==> src/rtl/psum_output_packer.sv <==
// Captures four psum lanes, packs complete sets into 32-bit words and streams
// them out of a small FIFO with frame-end marking and sticky overrun reporting.

module psum_capture_lane #(
  parameter int BIT_WIDTH = 8
) (
  input  logic                 clk,
  input  logic                 rst,
  input  logic                 val,
  input  logic                 pack,
  input  logic [BIT_WIDTH-1:0] din,
  output logic                 full,
  output logic [BIT_WIDTH-1:0] q,
  output logic                 ovr
);
  // A pack frees the register this cycle, so a coincident value is a reload.
  assign ovr = val && full && !pack;

  always_ff @(posedge clk) begin
    if (rst) begin
      full <= 1'b0;
      q    <= '0;
    end else if (pack) begin
      full <= val;
      if (val) q <= din;
    end else if (val && !full) begin
      full <= 1'b1;
      q    <= din;
    end
  end
endmodule

module psum_output_packer #(
  parameter int BIT_WIDTH  = 8,
  parameter int NUM_KERNEL = 4,
  parameter int FIFO_DEPTH = 8,
  parameter int LEN_WIDTH  = 16,
  localparam int AW = $clog2(FIFO_DEPTH),
  localparam int CW = AW + 1,
  localparam int W  = BIT_WIDTH * NUM_KERNEL
) (
  input  logic                 clk,
  input  logic                 rst,
  input  logic [BIT_WIDTH-1:0] i_psum_kn0,
  input  logic [BIT_WIDTH-1:0] i_psum_kn1,
  input  logic [BIT_WIDTH-1:0] i_psum_kn2,
  input  logic [BIT_WIDTH-1:0] i_psum_kn3,
  input  logic                 i_psum_kn0_val,
  input  logic                 i_psum_kn1_val,
  input  logic                 i_psum_kn2_val,
  input  logic                 i_psum_kn3_val,
  input  logic [LEN_WIDTH-1:0] i_conf_len,
  input  logic                 i_clr_ovf,
  output logic [W-1:0]         o_data,
  output logic                 o_valid,
  output logic                 o_last,
  input  logic                 i_ready,
  output logic [CW-1:0]        o_fifo_count,
  output logic                 o_overflow,
  output logic                 o_busy
);
  logic [NUM_KERNEL-1:0][BIT_WIDTH-1:0] lane_d, lane_q;
  logic [NUM_KERNEL-1:0]                lane_v, lane_full, lane_ovr;

  logic [FIFO_DEPTH-1:0][W-1:0] mem;
  logic [AW-1:0]                wptr, rptr;
  logic [CW-1:0]                count;
  logic [LEN_WIDTH-1:0]         wcnt, len_m1;
  logic                         fifo_full, push, pop;

  assign lane_d = {i_psum_kn3, i_psum_kn2, i_psum_kn1, i_psum_kn0};
  assign lane_v = {i_psum_kn3_val, i_psum_kn2_val, i_psum_kn1_val, i_psum_kn0_val};

  genvar g;
  generate
    for (g = 0; g < NUM_KERNEL; g++) begin : g_lane
      psum_capture_lane #(.BIT_WIDTH(BIT_WIDTH)) u_lane (
        .clk  (clk),
        .rst  (rst),
        .val  (lane_v[g]),
        .pack (push),
        .din  (lane_d[g]),
        .full (lane_full[g]),
        .q    (lane_q[g]),
        .ovr  (lane_ovr[g])
      );
    end
  endgenerate

  // Push is decided on start-of-cycle fullness; a concurrent pop does not help.
  assign fifo_full = (count == CW'(FIFO_DEPTH));
  assign push      = (&lane_full) && !fifo_full;
  assign pop       = o_valid && i_ready;

  always_ff @(posedge clk) begin
    if (push) mem[wptr] <= lane_q;
  end

  always_ff @(posedge clk) begin
    if (rst) begin
      wptr  <= '0;
      rptr  <= '0;
      count <= '0;
    end else begin
      if (push) wptr <= wptr + AW'(1);
      if (pop)  rptr <= rptr + AW'(1);
      count <= count + CW'(push) - CW'(pop);
    end
  end

  // Length 0 is treated as 1; wcnt past the end forces a frame boundary.
  assign len_m1 = (i_conf_len == '0) ? '0 : i_conf_len - LEN_WIDTH'(1);
  assign o_last = o_valid && (wcnt >= len_m1);

  always_ff @(posedge clk) begin
    if (rst)       wcnt <= '0;
    else if (pop)  wcnt <= o_last ? '0 : wcnt + LEN_WIDTH'(1);
  end

  always_ff @(posedge clk) begin
    if (rst)             o_overflow <= 1'b0;
    else if (|lane_ovr)  o_overflow <= 1'b1;
    else if (i_clr_ovf)  o_overflow <= 1'b0;
  end

  assign o_valid      = (count != '0);
  assign o_data       = o_valid ? mem[rptr] : '0;
  assign o_fifo_count = count;
  assign o_busy       = (|lane_full) || o_valid;
endmodule

==> config.mk <==
export PLATFORM = sky130hd
export DESIGN_NAME = psum_output_packer
export DESIGN_NICKNAME = d
export VERILOG_FILES = /design/src/rtl/psum_output_packer.sv
export SDC_FILE = /design/constraint.sdc
export NUM_CORES = 1
export LEC_CHECK = 0
export ABC_CLOCK_PERIOD_IN_PS = 4850
export CELL_PAD_IN_SITES_DETAIL_PLACEMENT = 0
export CELL_PAD_IN_SITES_GLOBAL_PLACEMENT = 1
export CORE_ASPECT_RATIO = 0.6
export CORE_MARGIN = 2
export CORE_UTILIZATION = 30
export DETAILED_ROUTE_END_ITERATION = 8
export GPL_TIMING_DRIVEN = 0
export PLACE_DENSITY = 0.58
export SLEW_MARGIN = 20
export SYNTH_ARGS = -nofsm -noshare
export SYNTH_HDL_FRONTEND = slang
export SYNTH_SLANG_ARGS = --single-unit
==> constraint.sdc <==
create_clock -name clk -period 4.85 [get_ports clk]
set_input_delay 0.97 -clock clk [delete_from_list [all_inputs] [get_ports clk]]
set_output_delay 0.97 -clock clk [all_outputs]
set_load 0.05 [all_outputs]
After elaboration in Yosys (flattened, before gate mapping)

Cells that the tools add are included.

Flip-flop bits (word level): 319
Bits of input ports: 56
Output and inout bits: 40
Logic and storage cells: 103

$add $sub $neg: 6
Magnitude comparators: 4
Equality and inequality tests: 5
Mux-type cells: 30
Reductions and logical operators: 37

Operators with widths:

| kind                    | count |
|---|---|
| $bwmux W256             | 1 |
| $bmux W32 S3            | 1 |
| $demux W32 S3           | 1 |
| $mux W32                | 3 |
| $mux W8                 | 12 |
| $mux W16                | 2 |
| $add A16 B1 Y16 const B | 1 |
| $ge A16 B16 Y1          | 1 |
| $logic_and A1 B1 Y1     | 16 |
| $logic_not A16 Y1       | 1 |
| $sub A16 B1 Y16 const B | 1 |
| $mux W1                 | 10 |
| $reduce_bool A2 Y1      | 5 |
| $lt A3 B4 Y1 const B    | 2 |
| $ne A2 B2 Y1 const B    | 4 |
| $reduce_and A2 Y1       | 4 |
| $reduce_or A4 Y1        | 2 |
| $add A3 B1 Y3 const B   | 2 |
| $logic_not A1 Y1        | 6 |
| $add A4 B1 Y4           | 1 |
| $eq A4 B4 Y1 const B    | 1 |
| $reduce_and A4 Y1       | 1 |
| $reduce_bool A4 Y1      | 1 |
| $sub A4 B1 Y4           | 1 |
| 2 further kinds         | 2 |

Longest topological paths before layout

Gate-level depths: netlist of the first run.

Depth in word-level cells: 7
Gate-level depth with buffers: 15
Mapped depth without buffers: 13

Cells and area by module

Synthesis of the first run repeated with hierarchy kept, for this count alone.

Cells, all modules: 820
Area total of the unflattened synthesis: 13357.8 µm²

By module, submodules not included:

| module             | times used | cells an instance | area an instance (µm²) | sequential area each (µm²) |
|---|---|---|---|---|
| psum_output_packer | 1          | 660               | 11706.2                | 8227.9 |
| psum_capture_lane  | 4          | 40                | 412.9                  | 180.2 |

Worst setup path before layout of the first run

OpenSTA, ideal clock, no wires.

Path kind: reg2reg
Start point: register count[2] (netlist: o_fifo_count[2])
End point: register mem[0] (netlist name), enable pin
Setup time: 501 ps
Arrival: 4872 ps
Required time: 4349 ps
Path slack: -524 ps
Cell stages (with the launch flop): 9
Path buffers: 1
Clock period less this slack: 5374 ps
Cell sequence: dfxtp_1 -> inv_1 -> ha_1 -> or3b_1 -> and3_1 -> and3_1 -> clkbuf_1 -> inv_2 -> nor4_1

Cells in the longest elaborated chain, start to end: 3

RTL lines:

| what                            | line | RTL |
|---|---|---|
| from (decl)                     | 67   | `logic [CW-1:0] count;` |
| from (signal assigned)          | 107  | `count <= count + CW'(push) - CW'(pop);` |
| $eq A4 B4 Y1                    | 91   | `assign fifo_full = (count == CW'(FIFO_DEPTH));` |
| $logic_not A1 Y1                | 92   | `assign push = (&lane_full) && !fifo_full;` |
| $logic_and A1 B1 Y1             | 92   |  |
| to (signal, indexed assignment) | 96   | `if (push) mem[wptr] <= lane_q;` |
| to (decl)                       | 65   | `logic [FIFO_DEPTH-1:0][W-1:0] mem;` |

Every way passes these cells.
A chain may end at the register's enable or synchronous reset.

Worst setup path in the final report of the first run

Start point: input port i_conf_len[7]
End point: output port o_last

Cells in the longest elaborated chain, start to end: 4
Elaborated cells between the ends (all ways): 5
Those cells by class: add/sub (1); order compare (1); mux (1); reduce/logical (2)

RTL lines:

| what                                                 | line | RTL |
|---|---|---|
| from (decl)                                          | 52   | `input logic [LEN_WIDTH-1:0] i_conf_len,` |
| $sub A16 B1 Y16 or $logic_not A16 Y1 (tied branches) | 112  | `assign len_m1 = (i_conf_len == '0) ? '0 : i_conf_len - LEN_WIDTH'(1);` |
| $mux W16 (*)                                         | 112  |  |
| $ge A16 B16 Y1 (*)                                   | 113  | `assign o_last = o_valid && (wcnt >= len_m1);` |
| $logic_and A1 B1 Y1 (*)                              | 113  |  |
| to (decl)                                            | 56   | `output logic o_last,` |

Mark *: on every way between the ends. The rest lies on a longest branch, timed or not.

==> flow_summary.json, run 1 <==
{
  "outcome": "complete, but fails checks",
  "violations": "negative setup slack",
  "timing.rr.start": "o_fifo_count[2]$_SDFF_PP0_",
  "place_congestion": 0.719,
  "vias_per_cell": 4.68,
  "die_w_um": 272,
  "area_growth_pct": 24.5,
  "max_stage_delay_ns": 0.54,
  "htreeDepth": 1,
  "syn_avg_cell_area_um2": 16.5,
  "cts-root-buf": "clkbuf_16",
  "vdd_drop_max_v": 0.000284,
  "io_pins": 96,
  "timing.rr.end": "mem[206]$_DFFE_PP_",
  "tritoncts": "built",
  "cts_buffer_depth": 3,
  "reg2reg_depth": 11,
  "multiInputGateArea_mm2": 0.00399,
  "synthCells": 788,
  "netlist.area_leader.share": 0.593,
  "synth_edf_count": 256,
  "drt_pre_antenna_iters": 4,
  "skew_ns": 0.00896,
  "worst_slew_pin_slew_ns": 1.08,
  "register_area_mm2": 0.00895,
  "wl_per_cell_um": 20.2,
  "cts_sinks": 319,
  "crit_cells": 14,
  "layout_setup_ws_ns": -0.164,
  "path_max_fanout": 3,
  "antenna_left": 0,
  "drt-total-wl_mm": 31.1,
  "start_util": 0.307,
  "synth_seq_cells": 319,
  "core_area_mm2": 0.0422,
  "critPathBufInv": 3,
  "num_vias": 7224,
  "r2r_setup_slack_ns": 1.56,
  "antenna_cells": 0,
  "synth_nets": 872,
  "yosysWarnings": 0,
  "fmaxAchievable_mhz": 199,
  "async_reset_ff_frac": 0,
  "cts_buffers": 28,
  "antenna_found_initial": 0,
  "worstPathRequired_ns": 3.88,
  "finalSetupViolCount": 1,
  "crit_path_end_kind": "output port",
  "post-route-util": 0.383,
  "drv_slew": 0,
  "slowest_stage": "or4_4",
  "final.fill_count": 3907,
  "dp.cells": 1486,
  "rsz0062_at_grt": "yes",
  "power-per-cell-area_mw_per_mm2": 479,
  "grtUsageTotal": 0.140,
  "endpoint": "o_last",
  "drc": 0,
  "arrival_ns": 4.04,
  "grt_pass1_wl_mm": 46.1,
  "die_y_um": 165,
  "num-nets-final": 1037,
  "synth_ff_type": "edfxtp_1",
  "drive_above_1_share": 0.199,
  "yosysUniqueCellTypes": 47,
  "numPortBuffers": 94,
  "worstSetupPathType": "input port to output port",
  "die-area_mm2": 0.0450,
  "drv_cap": 0,
  "drt_iter0_drc": 567,
  "grt_start_max_net_pins": 17,
  "slew_headroom": 0.280,
  "finalCriticalPeriod_ns": 5.01,
  "cp_cell_sequence": "buf_8, or4_4, or3_4, buf_6, or4_4, nor3_2, a21oi_1, ha_1, nand4_1, nor2_1, nand3_2, o31ai_4, and2_4, buf_8",
  "cts_hold_buf": 0,
  "place_hpwl_mm": 21.9,
  "grt_pass1_vias": 7083,
  "synthTopCellsByArea": "edfxtp_1 (59%), mux4_2 (11%), dfxtp_1 (9.7%), mux2i_1 (5.0%), nor2_1 (2.9%)",
  "ys_seq_area_frac": 0.690,
  "grt_overflow": 0,
  "final_cells": 1545,
  "row_count": 58,
  "place_ws_ns": -1.66,
  "crit_start": "i_conf_len[7]",
  "cts.reportedPaths.clkPinSlew_ns": 0.07,
  "crit_family": "simple AND/OR/NAND/NOR gates",
  "worstSkewPairLatency_ns": 0.55,
  "hold_class": "flop to flop",
  "min_from": "o_overflow$_SDFFE_PP0P_",
  "syn_area_mm2": 0.0130,
  "start_kind": "input port",
  "finalCritPeriodShare": 1.03,
  "p_leak_nw": 5.54,
  "synth_top_area_cell": "edfxtp_1",
  "hold_viol": 0
}
logic make-up (layout without fill, tap and decap cells):
| family | after synthesis | after routing | share of synthesized area |
|---|---|---|---|
| AO/OA/AOI/OAI | 33 | 33 | 0.0160 |
| adder cells (fa/ha/maj) | 28 | 28 | 0.0276 |
| AND/OR/NAND/NOR | 199 | 199 | 0.0698 |
| buffers and inverters | 50 | 237 | 0.0152 |
| flip-flops | 319 | 319 | 0.690 |
| multiplexers | 129 | 129 | 0.161 |
| XOR/XNOR | 30 | 30 | 0.0203 |
registers in the layout, summed over array words and instances (netlist names):
| register | flops |
|---|---|
| o_fifo_count | 4 |
| mem | 256 |
| o_overflow | 1 |
| wptr | 3 |
| wcnt | 16 |
| g_lane.u_lane.full | 4 |
| rptr | 3 |
| g_lane.u_lane.q | 32 |
worst min-delay path by stage:
stage | to | cells past startpoint
3_5_place_dp | o_overflow$_SDFFE_PP0P_ | 2
3_3_place_gp | o_overflow$_SDFFE_PP0P_ | 2
6_report | o_overflow$_SDFFE_PP0P_ | 2
4_1_cts | o_overflow$_SDFFE_PP0P_ | 2
5_1_grt | o_overflow$_SDFFE_PP0P_ | 2
2_1_floorplan | wcnt[1]$_SDFFE_PP0P_ | 2
metal layers:
metal | global-route usage | vias up | share of wire
li1 | - | 3348 | -
met1 | 0.219 | 3660 | 0.51
met2 | 0.202 | 187 | 0.43
met3 | 0.0237 | 29 | 0.051
met4 | 0.0257 | 0 | 0.013
met5 | 0 | - | 0
cell usage after synthesis, drive strengths merged, types with 10 or more instances:
library cell and count:
a21oi 16, buf 11, clkbuf 24, dfxtp 63, edfxtp 256, ha 27, inv 15, mux2i 65
mux4 64, nand2 44, nor2 100, nor3 10, xor2 24
power breakdown:
group          switching (W)  total, W  internal (W)  leakage, nW
combinational        0.00149   0.00241      0.000916         2.22
clock               0.000981   0.00225       0.00127        0.456
sequential         0.0000749   0.00308       0.00301         2.87
total                0.00255   0.00774       0.00520         5.54
repair_timing:
action / 4_1_cts / 5_1_grt
resized for setup: 42 / 8
pin swaps: 15 / 12
setup endpoints to repair: 11 / 1
buffers inserted: 6 / 1
layout by cell type (no fill, tap or decap), types with 5 or more instances in the layout:
cell type,n
edfxtp_1,256
nor2_1,97
clkdlybuf4s50_1,89
mux4_2,64
mux2i_1,64
dfxtp_1,63
nand2_1,42
clkbuf_16,29
clkbuf_1,27
ha_1,27
buf_4,26
xor2_1,24
a21oi_1,15
buf_6,13
inv_1,12
buf_2,9
and3_1,7
nor3_2,6
nand2b_1,6
xnor2_1,6
clkinv_2,6
nand4_1,5
nand3_1,5
clkbuf_8,5
worst register-to-register path, delay by kind of cell (launching register included):
| family | cells | cell delay [ns] |
|---|---|---|
| AND/OR/NAND/NOR | 5 | 1.49 |
| adder cells (fa/ha/maj) | 1 | 0.19 |
| flip-flops | 1 | 0.33 |
| buffers and inverters | 5 | 0.99 |
layout make-up:
| class | instances | share of cell area |
|---|---|---|
| clock buffer | 38 | 0.0501 |
| sequential | 319 | 0.554 |
| timing repair buffer | 135 | 0.0851 |
| multi-input combinational | 419 | 0.247 |
| inverter | 15 | 0.00349 |
| buffer | 35 | 0.00898 |
| clock inverter | 14 | 0.00743 |
| tap | 570 | 0.0441 |
metrics by stage:
| stage | area (um2) | hold slack, ns | total power [W] | setup TNS (ns) |
|---|---|---|---|---|
| after floorplan | 13000 | 0.478 | 0.00477 | 0 |
| after global placement | 14600 | 0.480 | 0.00558 | -419.34 |
| after detailed placement | 15100 | 0.493 | 0.00559 | -9.72 |
| after CTS | 16100 | 0.514 | 0.00786 | -0.374 |
| after global routing | 16200 | 0.563 | 0.00808 | -0.301 |
| final | 16200 | 0.506 | 0.00774 | -0.164 |
Power figures use the tool's default switching activity.
==> run 2: changes to the inputs <==
--- a/config.mk
+++ b/config.mk
@@ -14,6 +14,7 @@
 export DETAILED_ROUTE_END_ITERATION = 8
 export GPL_TIMING_DRIVEN = 0
 export PLACE_DENSITY = 0.58
+export RECOVER_POWER = 50
 export SLEW_MARGIN = 20
 export SYNTH_ARGS = -nofsm -noshare
 export SYNTH_HDL_FRONTEND = slang
==> flow_summary.json, run 2 (same netlist as run 1, synthesis figures left out) <==
{
  "drv_slew": 8,
  "start_util": 0.307,
  "cts_buffer_depth": 3,
  "grt_pass1_wl_mm": 46.1,
  "die-area_mm2": 0.0450,
  "drv_cap": 1,
  "final_cell_area_mm2": 0.0161,
  "finalSetupViolCount": 1,
  "finalCritPeriodShare": 1.03,
  "p_leak_nw": 5.52,
  "cts_sinks": 319,
  "violations": "max-capacitance violations, max-slew violations, negative setup slack",
  "row_count": 58,
  "grt_pass1_vias": 7083,
  "drt_pre_antenna_iters": 5,
  "cts.reportedPaths.clkPinSlew_ns": 0.07,
  "crit_path_end_kind": "output port",
  "htreeDepth": 1,
  "reg_top3": "mem: 256 flops, g_lane.u_lane.q: 32 flops, wcnt: 16 flops",
  "slew_headroom": -0.0130,
  "worstSkewPairLatency_ns": 0.55,
  "place_congestion": 0.719,
  "final.fill_count": 3913,
  "holdWs_ns": 0.506,
  "final_cell_mix": "edfxtp_1 (256), nor2_1 (97), clkdlybuf4s50_1 (89)",
  "die_y_um": 165,
  "drc": 0,
  "worstSetupPathType": "input port to output port",
  "area_growth_pct": 24.4,
  "cts_buffers": 28,
  "io_pins": 96,
  "outcome": "complete, but fails checks",
  "numPortBuffers": 94,
  "path_max_fanout": 3,
  "die_w_um": 272,
  "antenna_found_initial": 0,
  "core_area_mm2": 0.0422,
  "skew_ns": 0.00983,
  "antenna_left": 0,
  "worstPathRequired_ns": 3.88,
  "hold_class": "flop to flop",
  "cts_hold_buf": 0,
  "wl_per_cell_um": 20.2,
  "final_common_cell": "edfxtp_1",
  "cts-root-buf": "clkbuf_16",
  "grt_start_max_net_pins": 17,
  "grt_overflow": 0,
  "num_vias": 7224,
  "layout_setup_ws_ns": -0.167,
  "vdd_drop_max_v": 0.000284,
  "largest_register": "mem",
  "drt-total-wl_mm": 31.2,
  "grtUsageTotal": 0.140,
  "r2r_setup_slack_ns": 0.79,
  "finalCriticalPeriod_ns": 5.02,
  "finalSetupTns_ns": -0.167,
  "fmaxAchievable_mhz": 199,
  "start_kind": "input port",
  "place_hpwl_mm": 21.9,
  "power-per-cell-area_mw_per_mm2": 480,
  "dpl_cell_area_mm2": 0.0151,
  "arrival_ns": 4.05,
  "tritoncts": "built",
  "hold_viol": 0,
  "place_ws_ns": -1.66,
  "drt_iter0_drc": 581,
  "antenna_cells": 0,
  "num-nets-final": 1037,
  "rsz0062_at_grt": "yes",
  "drive_above_1_share": 0.190,
  "post-route-util": 0.382,
  "vias_per_cell": 4.68,
  "largest_reg_flops": 256,
  "worst_slew_pin_slew_ns": 1.52
}
run 2: cell count changes in the layout (fill, tap and decap cells not counted):
cell      change
a21boi_0      +2
a21boi_1      -2
buf_2         -2
buf_4         -2
clkbuf_1      +4
clkinv_1      +1
inv_1         +2
inv_2         -3
nor3_1        +1
nor3_2        -1
nor3b_1       +1
nor3b_2       -1
run 2: layer usage:
| layer | vias up | global-route usage | part of all wire |
|---|---|---|---|
| met5 | - | 0 | 0 |
| met4 | 0 | 0.0257 | 0.013 |
| met3 | 26 | 0.0237 | 0.047 |
| met2 | 176 | 0.202 | 0.43 |
| met1 | 3676 | 0.219 | 0.51 |
| li1 | 3346 | - | - |
run 2: repair_timing:
item / CTS / global route
pin swaps: 15 / 12
resized for setup: 42 / 8
endpoints found under the setup margin: 11 / 1
buffers inserted: 6 / 1
cloned: 0 / 0
hold endpoints to repair: 0 / 0
run 2: critical path: stages:
cell and delay [ns]:
buf_8 0.10, or4_4 0.54, or3_4 0.37, buf_6 0.13
or4_4 0.48, nor3_2 0.11, a21oi_1 0.06, ha_1 0.30
nand4_1 0.17, nor2_1 0.17, nand3_2 0.10, o31ai_4 0.21
and2_4 0.19, buf_8 0.14
run 2: final timing paths:
| kind | startpoint | to | depth (start not counted) |
|---|---|---|---|
| setup reg to reg | o_fifo_count[2]$_SDFF_PP0_ | o_fifo_count[2]$_SDFF_PP0_ | 13 |
| hold / removal | o_overflow$_SDFFE_PP0P_ | o_overflow$_SDFFE_PP0P_ | 2 |
| hold reg to reg | o_overflow$_SDFFE_PP0P_ | o_overflow$_SDFFE_PP0P_ | 2 |
| setup / recovery | i_conf_len[7] | o_last | 14 |
run 2: where the power goes:
part / total (W) / internal, W / switching, W / leakage [nW]
Sequential: 0.00308 / 0.00301 / 0.0000733 / 2.87
Combinational: 0.00241 / 0.000914 / 0.00149 / 2.19
Clock: 0.00225 / 0.00127 / 0.000981 / 0.456
run 2: layout make-up:
cell class                      count  area, um2  area share
Clock buffer                       38        810      0.0502
Sequential cell                   319       8950       0.555
Inverter                           15       56.3     0.00349
Timing Repair Buffer              135       1370      0.0848
Tap cell                          570        713      0.0442
Clock inverter                     14        120     0.00744
Buffer                             35        143     0.00884
Multi-Input combinational cell    419       3980       0.247
run 2: through the flow:
step	total power, W	cells
global route	0.00807	1545
global placement	0.00558	1452
floorplan	0.00477	788
CTS	0.00786	1544
detailed placement	0.00559	1486
finish	0.00774	1545
==> run 3: changes to the inputs <==
--- a/config.mk
+++ b/config.mk
@@ -15,7 +15,7 @@
 export GPL_TIMING_DRIVEN = 0
 export PLACE_DENSITY = 0.58
 export RECOVER_POWER = 50
-export SLEW_MARGIN = 20
+export SETUP_SLACK_MARGIN = 0.4
 export SYNTH_ARGS = -nofsm -noshare
 export SYNTH_HDL_FRONTEND = slang
 export SYNTH_SLANG_ARGS = --single-unit
==> flow_summary.json, run 3 (same netlist as run 1, synthesis figures left out) <==
{
  "io_pins": 96,
  "worst_slew_pin_slew_ns": 1.63,
  "worstSkewPairLatency_ns": 0.56,
  "slew_headroom": -0.0884,
  "skew_ns": 0.0112,
  "core_area_mm2": 0.0422,
  "cts_buffers": 29,
  "start_util": 0.307,
  "num-nets-final": 1022,
  "min_from": "o_overflow$_SDFFE_PP0P_",
  "area_growth_pct": 25.1,
  "cts_sinks": 319,
  "start_kind": "input port",
  "cts_buffer_depth": 3,
  "row_count": 58,
  "p_seq_frac": 0.390,
  "fmaxAchievable_mhz": 202,
  "netSwitchingFraction": 0.329,
  "reg_top3": "mem: 256 flops, g_lane.u_lane.q: 32 flops, wcnt: 16 flops",
  "combPwrFrac": 0.308,
  "place_hpwl_mm": 21.1,
  "final_cell_mix": "edfxtp_1 (256), nor2_1 (97), clkdlybuf4s50_1 (81)",
  "final_common_cell": "edfxtp_1",
  "htreeDepth": 1,
  "grt_pass1_wl_mm": 47.1,
  "place_ws_ns": -1.55,
  "arrival_ns": 3.99,
  "antenna_left": 0,
  "die_w_um": 272,
  "cts-root-buf": "clkbuf_16",
  "grtUsageTotal": 0.141,
  "num_vias": 7156,
  "grt_start_max_net_pins": 22,
  "r2r_setup_slack_ns": 0.75,
  "final.fill_count": 3943,
  "endpoint": "o_last",
  "drive_above_1_share": 0.186,
  "die_y_um": 165,
  "die-area_mm2": 0.0450,
  "reg2reg_depth": 13,
  "finalSetupViolCount": 3,
  "rsz0062_at_grt": "yes",
  "finalCritPeriodShare": 1.02,
  "vias_per_cell": 4.67,
  "timing.rr.end": "o_fifo_count[2]$_SDFF_PP0_",
  "antenna_cells": 0,
  "path_max_fanout": 4,
  "drc": 0,
  "largest_reg_flops": 256,
  "drv_slew": 8,
  "outcome": "complete, but fails checks",
  "numPortBuffers": 94,
  "power_switching_w": 0.00259,
  "antenna_found_initial": 0,
  "cts_hold_buf": 0,
  "final_cells": 1531,
  "grt_overflow": 0,
  "drt-total-wl_mm": 31.3,
  "layout_setup_ws_ns": -0.109,
  "drt_iter0_drc": 486,
  "wl_per_cell_um": 20.5,
  "dp.cells": 1469,
  "drv_cap": 2,
  "power-per-cell-area_mw_per_mm2": 486,
  "vdd_drop_max_v": 0.000286,
  "hold_class": "flop to flop",
  "p_total_w": 0.00789,
  "p_int_w": 0.00530,
  "drt_pre_antenna_iters": 5,
  "cts.reportedPaths.clkPinSlew_ns": 0.06,
  "post-route-util": 0.384,
  "crit_start": "i_conf_len[8]",
  "crit_path_end_kind": "output port",
  "worstPathRequired_ns": 3.88,
  "largest_register": "mem",
  "finalCriticalPeriod_ns": 4.96,
  "hold_viol": 0,
  "timing.rr.start": "o_fifo_count[2]$_SDFF_PP0_",
  "tritoncts": "built",
  "violations": "max-capacitance violations, max-slew violations, negative setup slack",
  "worstSetupPathType": "input port to output port",
  "place_congestion": 0.736,
  "clockPowerShare": 0.301,
  "grt_pass1_vias": 7397,
  "p_leak_nw": 5.57
}
[run 3: changes by cell type in the layout (fill, tap and decap cells not counted), moves of 3 or more]
cell / before / now
buf_16: 4 / 10
buf_2: 7 / 3
nor3_4: 0 / 3
buf_4: 24 / 9
buf_6: 13 / 6
clkbuf_2: 1 / 8
clkdlybuf4s50_1: 89 / 81
clkbuf_1: 31 / 24
clkbuf_8: 5 / 0
dlymetal6s2s_1: 0 / 6
clkbuf_4: 0 / 4
nor3_2: 5 / 1
bufinv_16: 2 / 5
[run 3: layer usage]
metal / vias up / GRT usage / routed length, um
met5: - / 0 / 0
met4: 0 / 0.0215 / 336
li1: 3321 / - / -
met2: 147 / 0.224 / 14300
met1: 3660 / 0.208 / 15400
met3: 28 / 0.0237 / 1260
[run 3: worst min-delay path by stage]
stage / cells past startpoint / end / slack (ns)
floorplan: 2 / wcnt[1]$_SDFFE_PP0P_ / 0.48
global route: 2 / wcnt[15]$_SDFFE_PP0P_ / 0.57
finish: 2 / o_overflow$_SDFFE_PP0P_ / 0.51
detailed placement: 2 / o_overflow$_SDFFE_PP0P_ / 0.50
global placement: 2 / o_overflow$_SDFFE_PP0P_ / 0.48
CTS: 2 / o_overflow$_SDFFE_PP0P_ / 0.52
[run 3: power groups by stage]
stage               logic (W)  clock network (W)  registers [W]
floorplan             0.00160                  0        0.00317
global placement      0.00246                  0        0.00314
detailed placement    0.00247                  0        0.00314
CTS                   0.00248            0.00244        0.00308
global route          0.00260            0.00256        0.00309
finish                0.00243            0.00238        0.00308
[run 3: cell type report]
cell class              instances  area (um2)  share of cell area
repair buffers                119        1390              0.0856
multi-input cells             419        3980               0.245
well taps                     570         713              0.0440
clock buffers                  35         748              0.0461
plain buffers                  35         161             0.00995
inverters                      15        56.3             0.00347
flip-flops and latches        319        8950               0.551
clock inverters                19         231              0.0143
[run 3: what timing repair did]
action | CTS | global route
setup buffers | 5 | 3
setup endpoints to repair | 45 | 24
gates resized for setup | 45 | 20
pin swaps | 9 | 16
[run 3: through the flow]
stage / area (um2) / setup TNS (ns) / hold slack, ns
floorplan: 13000 / 0 / 0.478
global placement: 14700 / -65.59 / 0.483
detailed placement: 15100 / -8.18 / 0.505
CTS: 16200 / -0.384 / 0.521
global route: 16200 / -2.75 / 0.574
finish: 16200 / -0.129 / 0.506
[run 3: critical path, stage by stage]
cell     delay [ns]
buf_6          0.09
or4_4          0.54
or3_4          0.38
nor4_4         0.19
buf_4          0.18
nand3_2        0.08
mux2i_2        0.18
ha_1           0.34
nand4_1        0.14
nor3_1         0.41
nor4_4         0.09
o31ai_4        0.07
and2_4         0.18
buf_8          0.13
